### config.mk
export PLATFORM = sky130hd
export DESIGN_NAME = eda_pixel_flag_ram
export DESIGN_NICKNAME = d
export VERILOG_FILES = /design/src/rtl/eda_pixel_flag_ram.sv
export SDC_FILE = /design/constraint.sdc
export NUM_CORES = 1
export LEC_CHECK = 0
export ABC_AREA = 1
export ABC_CLOCK_PERIOD_IN_PS = 37900
export CELL_PAD_IN_SITES_DETAIL_PLACEMENT = 0
export CELL_PAD_IN_SITES_GLOBAL_PLACEMENT = 2
export CORE_AREA = 2 2 322 244
export CTS_CLUSTER_DIAMETER = 60
export DETAILED_ROUTE_END_ITERATION = 8
export DIE_AREA = 0 0 324 246
export GPL_TIMING_DRIVEN = 1
export PLACE_DENSITY_LB_ADDON = 0.1
export SETUP_SLACK_MARGIN = 0.3
export SKIP_CTS_REPAIR_TIMING = 1
export SYNTH_ARGS = -nofsm -noshare
export SYNTH_HDL_FRONTEND = slang
export SYNTH_SLANG_ARGS = --single-unit
### constraint.sdc
create_clock -name clk -period 37.9 [get_ports clk]
set_clock_uncertainty 0.1 [all_clocks]
set_input_delay 5.685 -clock clk [delete_from_list [all_inputs] [get_ports clk]]
set_output_delay 5.685 -clock clk [all_outputs]
set_load 0.05 [all_outputs]
### src/rtl/eda_pixel_flag_ram.sv
// Per-pixel FREE/QUEUED/DONE flag store with a row-parallel raster search for free seeds.
// Optional build macro EDA_FLAG_STRB_OUT_EN adds the one-hot strb_value output.
module eda_pixel_flag_ram #(
    parameter int M          = 8,
    parameter int N          = 8,
    parameter int I_WIDTH    = 3,
    parameter int J_WIDTH    = 3,
    parameter int ADDR_WIDTH = I_WIDTH + J_WIDTH
) (
    input  logic                     clk,
    input  logic                     reset_n,
    input  logic                     clear,
    input  logic                     start,
    input  logic                     mark_valid,
    input  logic [7:0]               mark_mask,
    input  logic [8*ADDR_WIDTH-1:0]  neigh_addr,
    input  logic                     done_valid,
    input  logic [ADDR_WIDTH-1:0]    done_addr,
    output logic                     next_valid,
    input  logic                     next_ready,
    output logic [ADDR_WIDTH-1:0]    next_addr,
    input  logic [ADDR_WIDTH-1:0]    rd_addr,
    output logic [1:0]               rd_flag,
    output logic                     busy,
    output logic                     frame_done,
    output logic [$clog2(M*N+1)-1:0] free_count
`ifdef EDA_FLAG_STRB_OUT_EN
    ,
    output logic [M-1:0][N-1:0]      strb_value
`endif
);
    localparam int CW = $clog2(M*N+1);
    localparam logic [1:0] FREE   = 2'b00;
    localparam logic [1:0] QUEUED = 2'b01;
    localparam logic [1:0] DONE   = 2'b10;

    typedef enum logic [1:0] {S_IDLE, S_SEARCH, S_OFFER, S_FINISH} state_t;

    state_t                   state;
    logic [I_WIDTH-1:0]       row_ptr;
    logic [J_WIDTH-1:0]       col_ptr;
    logic [M-1:0][N-1:0][1:0] flags;
    logic [N-1:0][1:0]        row_flags;
    logic                     hit;
    logic [J_WIDTH-1:0]       hit_col;
    logic [CW-1:0]            free_total;
    logic                     handshake;

    // Seed handshake: next_valid is high for the whole of OFFER and next_addr is frozen
    // until the cycle where next_valid & next_ready are both high; an offer is never withdrawn.
    assign handshake = (state == S_OFFER) && next_ready;

    for (genvar gi = 0; gi < M; gi++) begin : g_row
        for (genvar gj = 0; gj < N; gj++) begin : g_col
            logic [1:0] flag_q;
            logic       mark_hit;
            logic       done_hit;
            logic       claim_hit;

            always_comb begin
                mark_hit = 1'b0;
                for (int k = 0; k < 8; k++) begin
                    if (mark_mask[k] &&
                        neigh_addr[k*ADDR_WIDTH + J_WIDTH +: I_WIDTH] == I_WIDTH'(gi) &&
                        neigh_addr[k*ADDR_WIDTH +: J_WIDTH] == J_WIDTH'(gj))
                        mark_hit = 1'b1;
                end
            end

            assign done_hit  = done_valid &&
                               done_addr[J_WIDTH +: I_WIDTH] == I_WIDTH'(gi) &&
                               done_addr[J_WIDTH-1:0] == J_WIDTH'(gj);
            assign claim_hit = handshake &&
                               next_addr[J_WIDTH +: I_WIDTH] == I_WIDTH'(gi) &&
                               next_addr[J_WIDTH-1:0] == J_WIDTH'(gj);

            // Priority: clear, then done, then claim/mark (both only promote FREE to QUEUED).
            always_ff @(posedge clk or negedge reset_n) begin
                if (!reset_n)
                    flag_q <= FREE;
                else if (clear)
                    flag_q <= FREE;
                else if (done_hit)
                    flag_q <= DONE;
                else if ((claim_hit || (mark_valid && mark_hit)) && flag_q == FREE)
                    flag_q <= QUEUED;
            end

            assign flags[gi][gj] = flag_q;
        end
    end

    always_comb begin
        row_flags = '0;
        for (int i = 0; i < M; i++) begin
            if (row_ptr == I_WIDTH'(i))
                row_flags = flags[i];
        end
        hit     = 1'b0;
        hit_col = '0;
        for (int j = N - 1; j >= 0; j--) begin
            if (row_flags[j] == FREE && J_WIDTH'(j) >= col_ptr) begin
                hit     = 1'b1;
                hit_col = J_WIDTH'(j);
            end
        end
    end

    always_comb begin
        rd_flag = FREE;
        for (int i = 0; i < M; i++) begin
            for (int j = 0; j < N; j++) begin
                if (rd_addr[J_WIDTH +: I_WIDTH] == I_WIDTH'(i) &&
                    rd_addr[J_WIDTH-1:0] == J_WIDTH'(j))
                    rd_flag = flags[i][j];
            end
        end
    end

    always_comb begin
        free_total = '0;
        for (int i = 0; i < M; i++) begin
            for (int j = 0; j < N; j++) begin
                if (flags[i][j] == FREE)
                    free_total = free_total + CW'(1);
            end
        end
    end

    always_ff @(posedge clk or negedge reset_n) begin
        if (!reset_n) begin
            state      <= S_IDLE;
            row_ptr    <= '0;
            col_ptr    <= '0;
            next_valid <= 1'b0;
            next_addr  <= '0;
            busy       <= 1'b0;
            frame_done <= 1'b0;
            free_count <= CW'(M*N);
        end else begin
            free_count <= free_total;
            if (clear) begin
                state      <= S_IDLE;
                row_ptr    <= '0;
                col_ptr    <= '0;
                next_valid <= 1'b0;
                next_addr  <= '0;
                busy       <= 1'b0;
                frame_done <= 1'b0;
            end else begin
                case (state)
                    S_IDLE, S_FINISH: begin
                        if (start) begin
                            state      <= S_SEARCH;
                            row_ptr    <= '0;
                            col_ptr    <= '0;
                            busy       <= 1'b1;
                            frame_done <= 1'b0;
                        end
                    end
                    S_SEARCH: begin
                        if (hit) begin
                            state      <= S_OFFER;
                            next_addr  <= ADDR_WIDTH'({row_ptr, hit_col});
                            next_valid <= 1'b1;
                        end else if (row_ptr == I_WIDTH'(M - 1)) begin
                            state      <= S_FINISH;
                            busy       <= 1'b0;
                            frame_done <= 1'b1;
                        end else begin
                            row_ptr <= row_ptr + 1'b1;
                            col_ptr <= '0;
                        end
                    end
                    S_OFFER: begin
                        if (next_ready) begin
                            next_valid <= 1'b0;
                            if (next_addr[J_WIDTH-1:0] != J_WIDTH'(N - 1)) begin
                                state   <= S_SEARCH;
                                col_ptr <= next_addr[J_WIDTH-1:0] + 1'b1;
                            end else if (row_ptr != I_WIDTH'(M - 1)) begin
                                state   <= S_SEARCH;
                                row_ptr <= row_ptr + 1'b1;
                                col_ptr <= '0;
                            end else begin
                                state      <= S_FINISH;
                                busy       <= 1'b0;
                                frame_done <= 1'b1;
                            end
                        end
                    end
                    default: state <= S_IDLE;
                endcase
            end
        end
    end

`ifdef EDA_FLAG_STRB_OUT_EN
    always_ff @(posedge clk or negedge reset_n) begin
        if (!reset_n) begin
            strb_value <= '0;
        end else if (clear || handshake) begin
            strb_value <= '0;
        end else if (state == S_SEARCH && hit) begin
            for (int i = 0; i < M; i++) begin
                for (int j = 0; j < N; j++)
                    strb_value[i][j] <= (row_ptr == I_WIDTH'(i)) && (hit_col == J_WIDTH'(j));
            end
        end
    end
`endif

endmodule

==> impl_metrics.ini <==
[run_status]
status = complete, no violations

[clocking]
clock-root-buffer = clkbuf_16
clk_pin_slew_ns = 0.08
h-tree-depth = 4
cts_made_buffers = 17
worst_skew_pair.late_latency_ns = 0.46
clockBufferDepth = 2
cts_tree = done
cts.sink_count = 152

[timing]
fin_tns_setup_ns = 0
final-setup-viol-count = 0
finalHoldViolations = 0
maxSlewViolCount = 0
rsz0062_at_grt = false
tightest_slew_ns = 1.30
finalCritPeriodShare = 0.792
hold_ws_ns = 0.427
layout_min_cycle_time_ns = 30.03
worst_slew_margin_rel = 0.128
fmax_mhz = 33.3

[drt]
wire_per_inst_um = 18.9
vias_per_cell = 5.21
vias = 29645
drc = 0
routed_wirelength_mm = 107
postRouteAntennaNets = 0
initialDrtViolationCount = 3216
drt-pass1-iter-count = 6

[placement]
place_congestion = 1.05
port-buffer-count = 92
hpwl_mm = 85.2

[logic_synthesis]
synth_edf_count = 0
syn_inst = 4520
synth.most_common_cell = nand2_1
synth_seq_cells = 152
ys.flop_type = dfrtp_1
synth_top_area_cell = nand2_1
synth_area_leaders = nand2_1, dfrtp_1, inv_1, nand3_1, nor2_1
synth_top_area_frac = 0.173
synthArstFlopShare = 1.00
avgSynthCellArea_um2 = 5.55
synth_warnings = 0
synth_nets = 4674
synth.distinct_cells = 51
syn_area_um2 = 25100
yosys-top-cells-count = nand2_1, inv_1, nor2_1
ys_seq_area_frac = 0.152

[worst_setup_path]
cp.arrival_ns = 30.33
cpMaxStageDelayCell = dfrtp_1
cpLargestDelayFamily = simple AND/OR/NAND/NOR gates
start_kind = register
cp_max_fo = 4
cpMostUsedCell = nand2_1
worst-path-buf-inv = 29
cp-end-kind = register
critPathRequiredTime_ns = 38.20
path_class = register to register
cp_slowest_stage_delay_ns = 0.39

[cells_and_area]
fin_nets = 4790
drive_above_1_share = 0.108
area_growth_syn_to_layout_pct = 12.1
fill_cells = 8674
regArea_um2 = 3800
multi_input_comb_area_um2 = 18100

[min_path]
hold_class = register to register

[floorplanning]
rows = 88
die_area_um2 = 79700
ios = 93
die_w_um = 324
core_area_um2 = 76500
fp.dieH_um = 246
start_util = 0.328

[global_route]
overflow = 0
grt_pass1_vias = 27702
grt_max_degree = 76
antenna_found_initial = 3
grt_usage = 0.266
grt_pass1_wl_mm = 164

[job]
drv_cap = 0
==> state kept, by name, indices dropped and copies added, names as in the netlist <==
| register | flops |
|---|---|
| busy | 1 |
| col_ptr | 3 |
| frame_done | 1 |
| free_count | 7 |
| g_row.g_col.flag_q | 128 |
| next_addr | 6 |
| next_valid | 1 |
| row_ptr | 3 |
| state | 2 |
==> tightest hold or removal path: stages (launching register included) <==
cell and delay, ns:
dfrtp_1 0.37, a21oi_1 0.05, nor2_1 0.07
==> cell type report <==
type                       instances  share of cell area
sequential                       152               0.135
clock buffer                      17              0.0151
timing repair buffer             125              0.0413
clock inverter                    15             0.00561
inverter                         839               0.112
antenna                            1           0.0000890
tap                             1035              0.0461
multi-input combinational       3501               0.644
==> cell families (layout without fill, tap and decap cells) <==
kind of cell | Yosys count | count (layout) | synth area share
and+or+nand+nor | 2736 | 2736 | 0.512
xor gates and xnor gates | 27 | 27 | 0.00943
adders and majority gates | 79 | 79 | 0.0394
AOI/OAI and AO/OA | 659 | 659 | 0.157
other | 0 | 1 | 0
buffers and inverters | 867 | 996 | 0.130
DFF | 152 | 152 | 0.152
==> placed cells by master, fill, tap and decap left out, types with 29 or more instances in the layout <==
cell type,instances
a21oi_1,164
nand3_1,497
nand3_2,117
dfrtp_1,151
o21ai_0,233
ha_1,79
nand2_1,1155
nand4_1,29
nand2_2,194
o41ai_1,35
nor2_1,506
nor3_1,103
inv_1,809
buf_4,33
o22ai_1,102
clkdlybuf4s50_1,89
==> path summary, 6_finish.rpt <==
check                      slack (ns)  cells after the start                   startpoint                     endpoint
min reg2reg                      0.43                      2  g_row[7].g_col[0].flag_q[1]  g_row[7].g_col[0].flag_q[1]
min                              0.43                      2  g_row[7].g_col[0].flag_q[1]  g_row[7].g_col[0].flag_q[1]
min in group asynchronous        5.01                      1                      reset_n                free_count[4]
max reg2reg                      7.87                    202  g_row[0].g_col[0].flag_q[0]                free_count[6]
max in group asynchronous       31.47                      2                      reset_n  g_row[0].g_col[6].flag_q[1]
max                              7.87                    202  g_row[0].g_col[0].flag_q[0]                free_count[6]
==> per-layer routing <==
metal	up-vias	global-route usage	wire [um]
met3	208	0.0598	9590
met4	2	0.0854	3690
met2	1115	0.374	41200
li1	14967	-	-
met5	-	0	11
met1	13353	0.395	52800
==> per-stage QoR <==
stage / utilization / instances / area, um^2 / setup WS (ns)
CTS: 0.367 / 5684 / 28100 / 7.72
floorplan: - / 4520 / 25100 / 10.60
global route: 0.367 / 5684 / 28100 / 4.36
global placement: 0.360 / 5652 / 27500 / 8.59
detailed placement: 0.360 / 5652 / 27500 / 7.90
finish: 0.367 / 5685 / 28100 / 7.87
Power is left out: the tool's default activity adds up to more than one toggle a clock period on the data nets, which glitch-free logic cannot reach.
